`config.mk`:
```
export PLATFORM = sky130hd
export DESIGN_NAME = ray_aabb_result_aligner
export DESIGN_NICKNAME = d
export VERILOG_FILES = /design/src/rtl/ray_aabb_pkg.sv /design/src/rtl/ray_result_fifo.sv /design/src/rtl/ray_aabb_result_aligner.sv
export SDC_FILE = /design/constraint.sdc
export NUM_CORES = 1
export LEC_CHECK = 0
export ABC_AREA = 1
export CAP_MARGIN = 30
export CORE_ASPECT_RATIO = 1.25
export CORE_MARGIN = 1
export CORE_UTILIZATION = 50
export CTS_CLUSTER_SIZE = 12
export DETAILED_ROUTE_END_ITERATION = 16
export GPL_TIMING_DRIVEN = 0
export MAX_ROUTING_LAYER = met4
export PLACE_DENSITY = 0.73
export SLEW_MARGIN = 10
export SYNTH_ARGS = -nofsm -noshare
export SYNTH_HDL_FRONTEND = slang
export SYNTH_SLANG_ARGS = --single-unit
export TNS_END_PERCENT = 20
```
`constraint.sdc`:
```
create_clock -name clk -period 7.2 [get_ports clk]
set_clock_uncertainty 0.15 [all_clocks]
set_input_delay 1.08 -clock clk [delete_from_list [all_inputs] [get_ports clk]]
set_output_delay 1.08 -clock clk [all_outputs]
set_load 0.05 [all_outputs]
```
`src/rtl/ray_aabb_pkg.sv`:
```
// ----------------------------------------------------------------------------
// ray_aabb_pkg
// Shared constants and types for the ray/AABB intersection back end.
//   - FP_WE/FP_WF/FP_W : FloPoCo operand format of the intersection core
//                        (exponent, fraction, total width incl. 2 exception
//                        bits and the sign bit).
//   - RAY_AABB_LATENCY : fixed core latency, launch to hit bit.
//   - RAY_TAG_W        : ray identifier width.
//   - ray_result_t     : retired result record {tag, hit}.
// ----------------------------------------------------------------------------
package ray_aabb_pkg;

    localparam int unsigned FP_WE = 11;
    localparam int unsigned FP_WF = 14;
    localparam int unsigned FP_W  = FP_WE + FP_WF + 3;

    localparam int unsigned RAY_AABB_LATENCY = 42;
    localparam int unsigned RAY_TAG_W        = 16;
    localparam int unsigned RAY_FIFO_DEPTH   = 16;
    localparam int unsigned RAY_CNT_W        = 32;

    // One retired ray: identifier plus the core's hit/miss decision.
    typedef struct packed {
        logic [RAY_TAG_W-1:0] tag;
        logic                 hit;
    } ray_result_t;

endpackage

```
`src/rtl/ray_result_fifo.sv`:
```
// ----------------------------------------------------------------------------
// ray_result_fifo
// Synchronous FIFO with a registered head (no write-to-read bypass): an entry
// pushed in cycle t is first visible on out_valid/out_data in cycle t+1.
// The head register only changes when the head entry changes, so out_data is
// stable while out_valid=1 and pop=0.
// Ports:
//   clk, rst    clock, synchronous active-high reset
//   push        write push_data (ignored when full without a pop)
//   push_data   entry to store
//   pop         consume the head (ignored while out_valid=0)
//   out_valid   head entry valid
//   out_data    head entry
//   count       number of stored entries (0..DEPTH)
// DEPTH must be a power of two and at least 2; pointers wrap naturally.
// ----------------------------------------------------------------------------
module ray_result_fifo #(
    parameter int unsigned DEPTH = 16,
    parameter int unsigned WIDTH = 17
) (
    input  logic                     clk,
    input  logic                     rst,
    input  logic                     push,
    input  logic [WIDTH-1:0]         push_data,
    input  logic                     pop,
    output logic                     out_valid,
    output logic [WIDTH-1:0]         out_data,
    output logic [$clog2(DEPTH):0]   count
);

    localparam int unsigned PTR_W = $clog2(DEPTH);
    localparam int unsigned CNT_W = PTR_W + 1;

    logic [WIDTH-1:0] mem [DEPTH];
    logic [PTR_W-1:0] wr_ptr;
    logic [PTR_W-1:0] rd_ptr;
    logic [PTR_W-1:0] rd_ptr_nxt;
    logic [CNT_W-1:0] count_nxt;
    logic             do_push;
    logic             do_pop;
    logic             head_from_push;

    // Accepted push/pop and next pointer/occupancy.
    always_comb begin
        do_pop         = pop & out_valid;
        do_push        = push & ((count != CNT_W'(DEPTH)) | do_pop);
        rd_ptr_nxt     = do_pop ? rd_ptr + PTR_W'(1) : rd_ptr;
        count_nxt      = count;
        // New head is the entry being written this cycle (FIFO empty, or
        // its last entry is being popped).
        head_from_push = do_push & (rd_ptr_nxt == wr_ptr);
        case ({do_push, do_pop})
            2'b10:   count_nxt = count + CNT_W'(1);
            2'b01:   count_nxt = count - CNT_W'(1);
            default: count_nxt = count;
        endcase
    end

    // Storage array; contents are don't-care until written.
    always_ff @(posedge clk) begin
        if (do_push) begin
            mem[wr_ptr] <= push_data;
        end
    end

    // Pointers, occupancy and registered head.
    always_ff @(posedge clk) begin
        if (rst) begin
            wr_ptr    <= '0;
            rd_ptr    <= '0;
            count     <= '0;
            out_valid <= 1'b0;
            out_data  <= '0;
        end else begin
            if (do_push) begin
                wr_ptr <= wr_ptr + PTR_W'(1);
            end
            rd_ptr    <= rd_ptr_nxt;
            count     <= count_nxt;
            out_valid <= (count_nxt != '0);
            if (count_nxt != '0) begin
                out_data <= head_from_push ? push_data : mem[rd_ptr_nxt];
            end
        end
    end

endmodule

```
`src/rtl/ray_aabb_result_aligner.sv`:
```
// ----------------------------------------------------------------------------
// ray_aabb_result_aligner
// Aligns the hit/miss bit of a fixed-latency, non-stallable ray/AABB core with
// the tag of the ray that produced it, buffers results in a FIFO and keeps
// saturating hit/miss statistics. Launch credits to the feeder guarantee the
// FIFO can absorb every ray already in the core.
// Ports:
//   clk, rst     clock, synchronous active-high reset
//   in_valid     feeder has a ray on the core inputs
//   in_ready     launch permitted this cycle (combinational credit check)
//   in_tag       tag of the ray being launched
//   core_hit     hit/miss output of the core
//   out_valid    result FIFO head valid
//   out_ready    consumer accepts the head
//   out_tag      tag of the head result
//   out_hit      hit bit of the head result
//   hit_count    saturating count of retired hits
//   miss_count   saturating count of retired misses
//   busy         a ray is in flight or the FIFO holds a result
// Build option: RAY_AABB_HITS_ONLY_EN - when defined, only hits are pushed to
// the FIFO; misses still retire credits and update miss_count.
// ----------------------------------------------------------------------------
module ray_aabb_result_aligner
    import ray_aabb_pkg::*;
#(
    parameter int unsigned LATENCY    = RAY_AABB_LATENCY,
    parameter int unsigned TAG_W      = RAY_TAG_W,
    parameter int unsigned FIFO_DEPTH = RAY_FIFO_DEPTH,
    parameter int unsigned CNT_W      = RAY_CNT_W
) (
    input  logic             clk,
    input  logic             rst,
    input  logic             in_valid,
    output logic             in_ready,
    input  logic [TAG_W-1:0] in_tag,
    input  logic             core_hit,
    output logic             out_valid,
    input  logic             out_ready,
    output logic [TAG_W-1:0] out_tag,
    output logic             out_hit,
    output logic [CNT_W-1:0] hit_count,
    output logic [CNT_W-1:0] miss_count,
    output logic             busy
);

    localparam int unsigned INF_W  = $clog2(LATENCY + FIFO_DEPTH) + 1;
    localparam int unsigned FCNT_W = $clog2(FIFO_DEPTH) + 1;
    localparam int unsigned SUM_W  = INF_W + 1;
    localparam int unsigned RES_W  = TAG_W + 1;

    logic [LATENCY-1:0] dl_valid;
    logic [TAG_W-1:0]   dl_tag [LATENCY];
    logic [INF_W-1:0]   inflight;
    logic [FCNT_W-1:0]  fifo_count;
    logic [SUM_W-1:0]   credit_sum;
    logic               launch;
    logic               retire;
    logic               push;
    logic [RES_W-1:0]   push_data;
    logic [RES_W-1:0]   head_data;

    // Every ray in the core or in the FIFO holds one of FIFO_DEPTH credits.
    assign credit_sum = SUM_W'(fifo_count) + SUM_W'(inflight);
    assign in_ready   = (credit_sum < SUM_W'(FIFO_DEPTH));
    assign busy       = (inflight != '0) | (fifo_count != '0);

    // Launch/retire decode and result record for the FIFO.
    always_comb begin
        launch    = in_valid & in_ready;
        retire    = dl_valid[LATENCY-1];
        push_data = {dl_tag[LATENCY-1], core_hit};
`ifdef RAY_AABB_HITS_ONLY_EN
        push      = retire & core_hit;
`else
        push      = retire;
`endif
    end

    // Valid bits of the delay line; reset clears rays still in the core.
    always_ff @(posedge clk) begin
        if (rst) begin
            dl_valid <= '0;
        end else begin
            dl_valid[0] <= launch;
            for (int unsigned i = 1; i < LATENCY; i++) begin
                dl_valid[i] <= dl_valid[i-1];
            end
        end
    end

    // Tag payload of the delay line; only meaningful where valid is set.
    always_ff @(posedge clk) begin
        dl_tag[0] <= in_tag;
        for (int unsigned i = 1; i < LATENCY; i++) begin
            dl_tag[i] <= dl_tag[i-1];
        end
    end

    // Rays launched but not yet retired.
    always_ff @(posedge clk) begin
        if (rst) begin
            inflight <= '0;
        end else if (launch & ~retire) begin
            inflight <= inflight + INF_W'(1);
        end else if (~launch & retire) begin
            inflight <= inflight - INF_W'(1);
        end
    end

    // Saturating hit/miss statistics of retired rays.
    always_ff @(posedge clk) begin
        if (rst) begin
            hit_count  <= '0;
            miss_count <= '0;
        end else if (retire) begin
            if (core_hit) begin
                if (hit_count != '1) begin
                    hit_count <= hit_count + CNT_W'(1);
                end
            end else begin
                if (miss_count != '1) begin
                    miss_count <= miss_count + CNT_W'(1);
                end
            end
        end
    end

    ray_result_fifo #(
        .DEPTH (FIFO_DEPTH),
        .WIDTH (RES_W)
    ) u_fifo (
        .clk       (clk),
        .rst       (rst),
        .push      (push),
        .push_data (push_data),
        .pop       (out_ready),
        .out_valid (out_valid),
        .out_data  (head_data),
        .count     (fifo_count)
    );

    assign out_tag = head_data[RES_W-1:1];
    assign out_hit = head_data[0];

endmodule

```
## After elaboration in Yosys (flattened, before gate mapping)

Memory sizes are Yosys's and may differ from the RTL's. A register that Yosys moved wholly into a read port is not among the register bits.
Index checks and enable logic that the tools add are counted.

| word-level totals | value |
|---|---|
| input port bits | 21 |
| register bits after elaboration | 127 |
| word-level logic and storage cells | 47 |
| memories kept | 2 |
| RAM bits | 944 |
| output and inout port bits | 84 |

Memories:

| memory | words | bits a word | rd ports | clocked after Yosys merged registers in | write ports | RTL line | source |
|---|---|---|---|---|---|---|---|
| dl_tag | 42 | 16 | 42 | 0 | 42 | ray_aabb_result_aligner.sv:52 | `logic [TAG_W-1:0] dl_tag [LATENCY];` |
| u_fifo.mem | 16 | 17 | 1 | 1 | 1 | ray_result_fifo.sv:34 | `logic [WIDTH-1:0] mem [DEPTH];` |

| operators by class | value |
|---|---|
| multiplexer cells | 6 |
| $add $sub $neg | 9 |
| reduce and logical (&&, ||, !) cells | 6 |
| equal/unequal tests | 5 |
| bitwise logic cells | 10 |
| order comparisons | 1 |

Operators by type and width:

| operator | count |
|---|---|
| $add A32 B1 Y32 const B | 2 |
| $ne A32 B32 Y1 const B | 2 |
| $mux W7 | 2 |
| $pmux W5 S2 | 1 |
| $reduce_bool A5 Y1 | 2 |
| $add A4 B1 Y4 const B | 2 |
| $add A5 B7 Y8 | 1 |
| $lt A8 B5 Y1 const B | 1 |
| $add A7 B1 Y7 const B | 1 |
| $reduce_bool A7 Y1 | 1 |
| $sub A7 B1 Y7 const B | 1 |
| $reduce_and A3 Y1 | 2 |
| $add A5 B1 Y5 const B | 1 |
| $and A1 B1 Y1 | 5 |
| $ne A5 B5 Y1 const B | 1 |
| $sub A5 B1 Y5 const B | 1 |
| $mux W4 | 1 |
| $not A1 Y1 | 3 |
| $eq A2 B1 Y1 const B | 1 |
| $eq A2 B2 Y1 const B | 1 |
| $mux W1 | 2 |
| $or A1 B1 Y1 | 2 |
| $reduce_bool A2 Y1 | 1 |

## Logic depth before layout (Yosys ltp)

Gate-level depths: netlist of run 1.

| logic depth | value |
|---|---|
| depth in word-level cells | 7 |
| mapped depth | 19 |

## Modules after synthesis

A second synthesis of run 1 with hierarchy kept.

| second synthesis, totals | value |
|---|---|
| cells, all modules | 2812 |
| area, all modules | 33004.2 µm² |

Modules (own cells, without submodules):

| module | cells an instance | area an instance (µm²) | times used |
|---|---|---|---|
| ray_aabb_result_aligner | 1590 | 19736.4 | 1 |
| ray_result_fifo | 1222 | 13267.7 | 1 |

## Worst setup path after synthesis of run 1

Ideal clock, no wire load.

| timing path | value |
|---|---|
| path type | register to register |
| from | reg inflight[2] |
| to | reg inflight[5] |
| setup time | 0.115 ns |
| clock period less this slack | 3.442 ns |
| required time | 6.935 ns |
| cell stages (with the launch flop) | 17 |
| arrival | 3.177 ns |
| setup slack | 3.758 ns |
| cell sequence | dfxtp_1 ha_1 a21oi_1 nand2_1 a21oi_1 nand2_1 inv_1 ha_1 inv_1 ha_1 a21oi_1 nand2_1 a21oi_1 o21ai_0 xor2_1 o21ai_0 inv_1 |

| between the ends | value |
|---|---|
| longest elaborated chain between the ends | 6 |
| elaborated cells on any way between the ends | 11 |

RTL lines:

| what | RTL line | source |
|---|---|---|
| from (decl) | ray_aabb_result_aligner.sv:53 | `logic [INF_W-1:0] inflight;` |
| from (signal assigned) | ray_aabb_result_aligner.sv:104 | `inflight <= inflight + INF_W'(1);` |
| from (signal assigned) | ray_aabb_result_aligner.sv:106 | `inflight <= inflight - INF_W'(1);` |
| $add A5 B7 Y8 (*) | ray_aabb_result_aligner.sv:63 | `assign credit_sum = SUM_W'(fifo_count) + SUM_W'(inflight);` |
| $lt A8 B5 Y1 (*) | ray_aabb_result_aligner.sv:64 | `assign in_ready = (credit_sum < SUM_W'(FIFO_DEPTH));` |
| net in_ready | ray_aabb_result_aligner.sv:34 | `output logic in_ready,` |
| $and A1 B1 Y1 (*) | ray_aabb_result_aligner.sv:69 | `launch = in_valid & in_ready;` |
| net launch | ray_aabb_result_aligner.sv:56 | `logic launch;` |
| $not A1 Y1 | ray_aabb_result_aligner.sv:105 | `end else if (~launch & retire) begin` |
| $and A1 B1 Y1 | ray_aabb_result_aligner.sv:105 |  |
| $reduce_bool A2 Y1 (no line) | - |  |

The timed path passes the listed nets; every way through them passes the cells marked *. The select of a mux whose other input is x is not followed.
A chain may end at the register's enable or synchronous reset.

## Final worst setup path of run 1

| timing path | value |
|---|---|
| from | reg u_fifo.count[4] |
| to | out in_ready |

| between the ends | value |
|---|---|
| longest elaborated chain between the ends | 2 |

RTL lines:

| what | RTL line | source |
|---|---|---|
| from (decl) | ray_result_fifo.sv:28 | `output logic [$clog2(DEPTH):0] count` |
| from (signal assigned) | ray_result_fifo.sv:79 | `count <= count_nxt;` |
| $add A5 B7 Y8 | ray_aabb_result_aligner.sv:63 |  |
| $lt A8 B5 Y1 | ray_aabb_result_aligner.sv:64 |  |
| to (decl) | ray_aabb_result_aligner.sv:34 |  |

No other way between the ends.

==> impl_results.md, run 1 <==
- Initial antenna violation count: 0
- Via Count: slightly below 20000
- Hold slack: 0.166 ns
- Avg Inst Size Synth: about 12 um^2
- Synth unique cells: 40
- Worst slew pin tran: 1.06 ns
- Achievable frequency: roughly 260 MHz
- Post-layout min period: 3.90 ns
- Worst Path Arrival: 2.67 ns
- Max_slew headroom: 29.0%
- Drt pass-1 iters: 7
- Setup TNS Final: 0 ns
- Later-pin clock latency in the skew report: between 0.6 and 0.7 ns
- Ports: between 100 and 150
- Worst Slack Setup Final: 3.30 ns
- Sequential-to-total area share from yosys stat: 75.7%
- Clock net sink count: 1088
- Post-synth EDFFs: 272
- NetSw: 3.52 mW
- First-pass GRT wire length: 105000 um
- Switching share of total power: 26.3%
- Status: finished, final reports clean
- Bufs on Longest Clock Path: 3
- Finished Cell Area: 0.0378 mm^2
- Reg2Reg Setup Slack: 4.00 ns
- Finished Layout Cells: 3884
- Netlist Area Pre-Place: about 0.032 mm^2
- Worst Reg-to-Reg Cells: 16
- Max FO, Critical Path: 7
- Synthesized flop and latch total: roughly 1100
- Reg2reg end: inflight[5]
- Die width: 230 um
- DRC Markers: 0
- GP Congestion: 0.926
- Largest net degree at the start of global routing: 20
- Initial drt markers: between 1000 and 1500
- FF/Latch Area: around 0.025 mm^2
- HP Class: reg -> reg
- Port bufs: just over 100
- Final period utilization: 54.1%
- WS Path Type: reg -> out
- Final setup vio count: 0
- Async SR Flop Fraction: 0%
- Placed cell count: 3729
- Worst flop-to-flop path startpoint: u_fifo.count[4]
- Ratio of cells with drive above 1 in the final layout: 7.26%
- Wirelength per Cell: approximately 17 um
- Clock Power Share: 37.0%
- CTS clk-pin slew, worst paths: approximately 0.06 ns
- Starting Density: 50.9%
- Final HPWL DP: 43600 um
- Power Density: 355 mW/mm^2
- Int Power: approximately 10 mW
- RSZ-0062 raised after global routing: no
- Final hold violation count: 0
- Post-Syn Nets: 2815
- Row count: 103
- Fin. max-slew vios: 0
- Worst Setup Slack post-DPL: approximately 3.2 ns
- Drt via density: about 5.0
- Critical Path Sink: in_ready
- Die ar.: approximately 0.066 mm^2
- Leak Pwr: 15.2 nW
- Placement-stage cell area: 0.0347 mm^2
- Final core occ: 59.4%
- Total power: about 13 mW
- VDD IR max: ~0.00025 V
- Post-CTS Setup Repair Bufs: 0
- Gr ovfl total: 0
- Startpoint Class: register
- Num CTS Buffers: 105
- Max-Cap Viols: 0
- Core area: around 0.064 mm^2
- Tot GR Track Use: 21.0%
- Root Driver: clkbuf_16
- Multi-input gate area: between 0.006 and 0.007 mm^2
- Ant. Diodes: 0
- Final WL: 65800 um
- Final ANT Viol Nets: 0
- CP endpoint kind: output port
- Sequential share of power: 49.9%
- Fillers: 5095
- Ys flop type: dfxtp_1
- Commonest non-fill, non-tap cell in the layout: dfxtp_1
- Nets: between 3000 and 4000
- Die Y: roughly 290 um
- CTS tree: done
- Most frequent cells in the layout: dfxtp_1 (816), nand2_1 (506), inv_1 (303)
- Yosys warns: 0
- Logic pwr share: 13.1%
- Synth Instances: 2772
- Req. time, crit path: between 5 and 6 ns
- H-Tree Level Count: 3
- CP Launch Point: u_fifo.count[4]
- Post_cts resized: 0
- Vias in the first global route: 19500
- Hold-fix buffers at CTS: 0
- Layout Area Growth over Synthesis: 16.7%
## critical path, stage by stage (launching register included)
cell	delay (ns)
dfxtp_1	0.48
ha_1	0.29
inv_1	0.05
nand3_1	0.06
a21oi_1	0.25
clkdlybuf4s50_1	0.89
## kinds of logic (layout without fill, tap and decap cells)
logic type,after synthesis,after routing,share of synthesized area (%)
compound gates,95,95,1.49
xor+xnor,42,42,1.14
fa+ha+maj,22,22,0.896
buf+inv,401,673,4.89
flops,1088,1088,75.7
simple gates,1124,1124,15.9
## cell type report
type	count	area share, %
inverter	310	3.09
sequential	1088	64.8
timing repair buffer	117	3.26
clock buffer	145	7.63
buffer	91	1.10
clock inverter	10	0.517
tap	840	2.78
multi-input combinational	1283	16.8
## how the worst min path moves through the flow
stage	startpoint	end	cells past startpoint
CTS	dl_tag[1][5]	dl_tag[1][21]	0
detailed placement	dl_tag[1][102]	dl_tag[1][118]	0
floorplan	dl_tag[0][84]	dl_tag[0][100]	0
global placement	dl_tag[2][0]	dl_tag[2][16]	0
global route	dl_tag[2][105]	dl_tag[2][121]	0
finish	dl_tag[0][13]	dl_tag[0][29]	0
## routing by layer
layer / GRT usage, % / part of all wire, % / vias up
met5: - / 0 / -
met4: 10.9 / 4.5 / 0
met3: 2.95 / 5.1 / 183
met2: 35.2 / 49 / 591
met1: 24.5 / 41 / 9179
li1: - / - / 9371
## Yosys cell counts, drive strengths merged (2+ instances only)
master	instances	share of area [%]
nor2	169	2.1
xnor2	13	0.35
and3	4	0.077
clkbuf	45	0.52
buf	46	0.76
a21oi	61	0.94
nand3b	73	1.7
nor3	29	0.48
xor2	29	0.78
inv	308	3.6
nand3	269	4.2
nor4	11	0.21
o21ai	30	0.46
fa	2	0.12
ha	20	0.77
nor3b	4	0.093
nand4	50	0.97
dfxtp	816	50
edfxtp	272	25
nand2	514	6.1
clkinv	2	0.039
## power groups by stage
stage               clock network (mW)  logic [mW]  registers (mW)
floorplan                            0       0.994            6.94
global placement                     0        1.69            6.81
detailed placement                   0        1.73            6.82
CTS                               5.08        1.74            6.70
global route                      5.33        1.91            6.72
finish                            4.96        1.76            6.69
## registers in the layout, summed over array words and instances, names as in the netlist
register	count
dl_tag	672
u_fifo.mem	272
dl_valid	42
hit_count	32
miss_count	32
u_fifo.out_data	17
inflight	7
u_fifo.count	5
u_fifo.rd_ptr	4
u_fifo.wr_ptr	4
u_fifo.out_valid	1
(Power assumes the default switching activity.)
==> inputs of run 2 (changes only) <==
--- a/config.mk
+++ b/config.mk
@@ -14,7 +14,7 @@
 export DETAILED_ROUTE_END_ITERATION = 16
 export GPL_TIMING_DRIVEN = 0
 export MAX_ROUTING_LAYER = met4
-export PLACE_DENSITY = 0.73
+export PLACE_DENSITY = 0.76
 export SLEW_MARGIN = 10
 export SYNTH_ARGS = -nofsm -noshare
 export SYNTH_HDL_FRONTEND = slang
==> constraint.sdc (replaced) <==
create_clock -name clk -period 3.3 [get_ports clk]
set_clock_uncertainty 0.15 [all_clocks]
set_input_delay 0.495 -clock clk [delete_from_list [all_inputs] [get_ports clk]]
set_output_delay 0.495 -clock clk [all_outputs]
set_load 0.05 [all_outputs]
==> run 2 against run 1 <==
  * First-iteration DRC count rose by 19%
  * Die area did not move
  * Count of clock-buffer cells in the layout did not move
  * Critical path depth rose by 11
  * Setup slack got worse by 3.1 ns
  * Total power rose by 120%
  * Non-clock buffer count fell by 5
  * Flip-flop and latch count did not move
  * Register-to-register slack got worse by 3.8 ns
  * Highest routed layer unchanged
==> impl_results.md, run 2 (synthesized netlist as in run 1, its figures left out) <==
- CTS clk-pin slew, worst paths: 0.06 ns
- Fin. max-slew vios: 0
- Final ANT Viol Nets: 0
- Placed cell count: around 3700
- Top flop regs: dl_tag x672, u_fifo.mem x272, dl_valid x42
- CTS tree: done
- Bufs on Longest Clock Path: 3
- Leak Pwr: around 15 nW
- VDD IR max: 0.000582 V
- WS Path Type: reg -> reg
- Clock net sink count: 1088
- Later-pin clock latency in the skew report: ~0.69 ns
- NetSw: 7.78 mW
- Req. time, crit path: 3.68 ns
- Max-Cap Viols: 0
- Int Power: 21.4 mW
- Worst slew pin tran: 1.04 ns
- Final setup vio count: 0
- Die width: 230 um
- Worst Path Arrival: 3.48 ns
- Max_slew headroom: 30.4%
- First-pass GRT wire length: 98700 um
- Final HPWL DP: 40400 um
- Post-CTS Setup Repair Bufs: 0
- Final hold violation count: 0
- Die Y: 287 um
- Largest net degree at the start of global routing: 20
- H-Tree Level Count: 3
- Switching share of total power: 26.7%
- Startpoint Class: register
- Clock Power Share: 36.5%
- Core area: about 0.064 mm^2
- Initial drt markers: 1492
- Ports: 105
- Finished Cell Area: 0.0377 mm^2
- Status: finished, final reports clean
- RSZ-0062 raised after global routing: yes
- DRC Markers: 0
- Initial antenna violation count: 0
- Tot GR Track Use: 19.9%
- Achievable frequency: 322 MHz
- Commonest non-fill, non-tap cell in the layout: dfxtp_1
- Ant. Diodes: 0
- CP Cell Sequence: ha_1 -> a21oi_1 -> nand2_1 -> a21oi_2 -> nand2_1 -> inv_1 -> ha_1 -> inv_2 -> ha_1 -> a21oi_1 -> nand2_1 -> a21oi_1 -> o21ai_0 -> xor2_1 -> o21ai_0 -> inv_1
- Root Driver: clkbuf_16
- Layout Area Growth over Synthesis: 16.3%
- Worst Setup Slack post-DPL: -0.0952 ns
- CP endpoint kind: register
- Final period utilization: 94.0%
- Drt via density: 4.97
- Power Density: 775 mW/mm^2
- Port bufs: 103
- Wirelength per Cell: 16.3 um
- Largest Register: dl_tag
- Gr ovfl total: 0
- Ratio of cells with drive above 1 in the final layout: under 10%
- Post-layout min period: between 3 and 4 ns
- Max FO, Critical Path: 6
- Logic pwr share: 13.5%
- Sequential share of power: 50.0%
- HP Class: in -> reg
- Placement-stage cell area: 0.0346 mm^2
- Worst Slack Setup Final: 0.198 ns
- Final WL: 63300 um
- Drt pass-1 iters: 7
- Finished Layout Cells: between 3000 and 4000
- Vias in the first global route: 18800
- Num CTS Buffers: just over 100
- Row count: 103
- Die ar.: 0.0658 mm^2
- Max FFs per register: 672
- Most frequent cells in the layout: dfxtp_1 (813), nand2_1 (506), inv_1 (302)
- CP peak stage delay: 0.34 ns
- Nets: 3032
- Via Count: slightly below 20000
- Starting Density: 50.9%
- GP Congestion: 0.973
- Critical-path top delay cell: dfxtp_1
-- run 2: cell types whose count changed in the layout (fill, tap and decap cells not counted), sizes merged --
| cell | previous run | this run |
|---|---|---|
| clkdlybuf4s50 | 103 | 102 |
| buf | 60 | 55 |
| clkinvlp | 0 | 1 |
| dlymetal6s2s | 0 | 1 |
-- run 2: path summary, 6_finish.rpt --
check / start / endpoint / slack, ns / cells past startpoint
setup / recovery: inflight[2] / inflight[5] / 0.20 / 16
hold / removal: in_tag[2] / dl_tag[0][2] / 0.12 / 1
setup reg to reg: inflight[2] / inflight[5] / 0.20 / 16
hold reg to reg: dl_tag[2][104] / dl_tag[2][120] / 0.14 / 0
-- run 2: through the flow --
step | setup TNS, ns | power, mW | hold slack [ns] | utilization (%)
6_report | 0 | 29.2 | 0.118 | 59.2
5_1_grt | 0 | 30.3 | 0.0931 | 59.2
4_1_cts | 0 | 29.4 | 0.0777 | 59.1
3_5_place_dp | -0.582 | 18.7 | 0.162 | 54.4
3_3_place_gp | -49.85 | 18.6 | 0.160 | 54.1
2_1_floorplan | 0 | 17.3 | 0.160 | -
-- run 2: layer usage --
metal / vias up / wire [um] / global-route usage, %
li1: 9356 / - / -
met1: 9024 / 25300 / 22.9
met2: 701 / 30700 / 32.7
met3: 206 / 3800 / 2.96
met4: 0 / 3470 / 12.0
met5: - / 0 / -
-- run 2: timing repair --
item | in CTS | in global routing
endpoints found under the hold margin | 0 | 0
resized for setup | 0 | 6
hold buffers | 0 | 0
endpoints found under the setup margin | 0 | 3
-- run 2: critical path: cells and delay by family, from the launching register on --
kind | cells | cell delay (ns)
simple gates | 3 | 0.34
buf+inv | 3 | 0.24
fa+ha+maj | 3 | 0.85
flops | 1 | 0.34
compound gates | 6 | 0.91
xor+xnor | 1 | 0.15
-- run 2: cell type report --
cell class,instances,area [um^2]
inverter,310,1170
fill,5104,26000
timing repair buffer,112,1150
clock buffer,145,2780
multi-input combinational,1283,6350
buffer,91,417
tap,840,1050
sequential,1088,24500
clock inverter,11,238
-- run 2: power groups by stage --
| stage | Sequential (mW) | Clock, mW | Combinational, mW |
|---|---|---|---|
| floorplan | 15.1 | 0 | 2.18 |
| global placement | 14.8 | 0 | 3.79 |
| detailed placement | 14.9 | 0 | 3.86 |
| CTS | 14.6 | 10.9 | 3.89 |
| global route | 14.7 | 11.4 | 4.24 |
| finish | 14.6 | 10.6 | 3.95 |
==> inputs of run 3 (changes only) <==
--- a/config.mk
+++ b/config.mk
@@ -10,9 +10,10 @@
 export CORE_ASPECT_RATIO = 1.25
 export CORE_MARGIN = 1
 export CORE_UTILIZATION = 50
-export CTS_CLUSTER_SIZE = 12
+export CTS_CLUSTER_SIZE = 10
 export DETAILED_ROUTE_END_ITERATION = 16
 export GPL_TIMING_DRIVEN = 0
+export HOLD_SLACK_MARGIN = 0.02
 export MAX_ROUTING_LAYER = met4
 export PLACE_DENSITY = 0.76
 export SLEW_MARGIN = 10
==> run 3 against run 2 <==
  * Sequential share of layout area fell by 0.54 points
  * Combinational power barely moved
  * Total power rose by 2.7%
  * Cell area rose by 0.83%
  * Fmax fell by 0.24%
  * Global-route usage rose by 0.10 points
  * Worst hold slack got worse by 0.0016 ns
  * Sequential power barely moved
  * Clock power rose by 8%
  * Critical endpoint unchanged
  * Highest routed layer unchanged
==> impl_results.md, run 3 (synthesized netlist as in run 1, its figures left out) <==
- VDD IR max: about 0.00055 V
- Die width: 230 um
- Ant. Diodes: 0
- Max FO, Critical Path: 6
- Max_slew headroom: roughly 31%
- Final hold violation count: 0
- Nets: 3048
- Status: finished, final reports clean
- Post-CTS Setup Repair Bufs: 0
- Worst slew pin tran: between 1 and 1.5 ns
- Placed cell count: 3724
- CTS clk-pin slew, worst paths: 0.06 ns
- Post-layout min period: 3.11 ns
- Later-pin clock latency in the skew report: 0.71 ns
- Worst Slack Setup Final: about 0.19 ns
- Setup TNS Final: 0 ns
- Final HPWL DP: 40400 um
- Power Density: slightly below 800 mW/mm^2
- WS Path Type: reg -> reg
- First-pass GRT wire length: 99400 um
- DRC Markers: 0
- HP Class: in -> reg
- Ports: 105
- Root Driver: clkbuf_16
- Tot GR Track Use: 20.0%
- Initial antenna violation count: 0
- Finished Cell Area: approximately 0.038 mm^2
- Total power: between 20 and 30 mW
- Leak Pwr: 15.3 nW
- Startpoint Class: register
- Wirelength per Cell: 16.3 um
- Core area: about 0.064 mm^2
- Largest Register: dl_tag
- Gr ovfl total: 0
- Commonest non-fill, non-tap cell in the layout: dfxtp_1
- Num CTS Buffers: 119
- H-Tree Level Count: 3
- Final period utilization: 94.2%
- Top flop regs: dl_tag x672, u_fifo.mem x272, dl_valid x42
- Placement-stage cell area: 0.0346 mm^2
- Worst Path Arrival: 3.51 ns
- Die Y: 287 um
- Worst Reg-to-Reg Cells: 16
- Bufs on Longest Clock Path: 3
- Reg2Reg Setup Slack: 0.19 ns
- Port bufs: 103
- Row count: 103
- Fillers: 5047
- Initial drt markers: 1293
- FF/Latch Area: around 0.025 mm^2
- Final setup vio count: 0
- Starting Density: 50.9%
- Multi-input gate area: 0.00635 mm^2
- Finished Layout Cells: 3891
- Final ANT Viol Nets: 0
- RSZ-0062 raised after global routing: no
- Via Count: 19300
- Achievable frequency: between 300 and 400 MHz
- Req. time, crit path: roughly 3.7 ns
- CP peak stage delay: 0.34 ns
- Most frequent cells in the layout: dfxtp_1 (814), nand2_1 (506), inv_1 (302)
- Clock net sink count: 1088
- Worst Setup Slack post-DPL: -0.0952 ns
- Hold slack: 0.116 ns
- Vias in the first global route: 19000
- Drt pass-1 iters: 7
- Layout Area Growth over Synthesis: 17.3%
- Ratio of cells with drive above 1 in the final layout: roughly 7.4%
- CTS tree: done
- Final WL: 63500 um
- Drt via density: around 5
- CP Cell Sequence: ha_1 -> a21oi_1 -> nand2_1 -> a21oi_2 -> nand2_1 -> inv_1 -> ha_1 -> inv_2 -> ha_1 -> a21oi_1 -> nand2_1 -> a21oi_1 -> o21ai_0 -> xor2_1 -> o21ai_0 -> inv_1
- Die ar.: about 0.066 mm^2
- Max-Cap Viols: 0
- Largest net degree at the start of global routing: 20
- GP Congestion: 0.973
- Final core occ: 59.7%
- Critical-path top delay cell: dfxtp_1
- CP endpoint kind: register
- Max FFs per register: 672
- Hold-critical path depth: 1
- Fin. max-slew vios: 0
run 3: layer usage:
layer	share of wire (%)	vias up	routed length [um]	GRT usage (%)
met5	0	-	0	-
met1	40	9111	25300	22.8
met4	4.9	0	3120	11.3
met2	49	656	31300	33.2
met3	6.0	198	3810	3.44
li1	-	9382	-	-
run 3: report_power, final:
group	switching [mW]	leakage (nW)	total, mW	internal (mW)
sequential	0.327	9.28	14.6	14.3
combinational	2.76	4.41	3.94	1.19
clock	4.81	1.61	11.4	6.60
total	7.89	15.3	30.0	22.1
run 3: worst max-delay path, delay by kind of cell, from the launching register on:
kind	cells	cell delay (ns)
adder cells (fa/ha/maj)	3	0.85
AND/OR/NAND/NOR	3	0.32
AO/OA/AOI/OAI	6	0.94
flip-flops	1	0.34
buffers and inverters	3	0.25
XOR/XNOR	1	0.15
run 3: repair_timing:
action / in CTS / in global routing
gates resized for setup: 0 / 5
endpoints found under the setup margin: 0 / 3
hold buffers: 0 / 0
run 3: final cells by class:
type,count,area share (%)
Multi-Input combinational cell,1283,16.7
Clock inverter,8,0.458
Inverter,310,3.08
Timing Repair Buffer,112,3.04
Buffer,91,1.10
Tap cell,840,2.77
Clock buffer,159,8.31
Sequential cell,1088,64.5
run 3: worst paths after layout:
path	from	end
worst max register to register	inflight[2]	inflight[5]
worst min-delay path	in_tag[5]	dl_tag[0][5]
worst min register to register	dl_tag[2][77]	dl_tag[2][93]
worst max-delay path	inflight[2]	inflight[5]
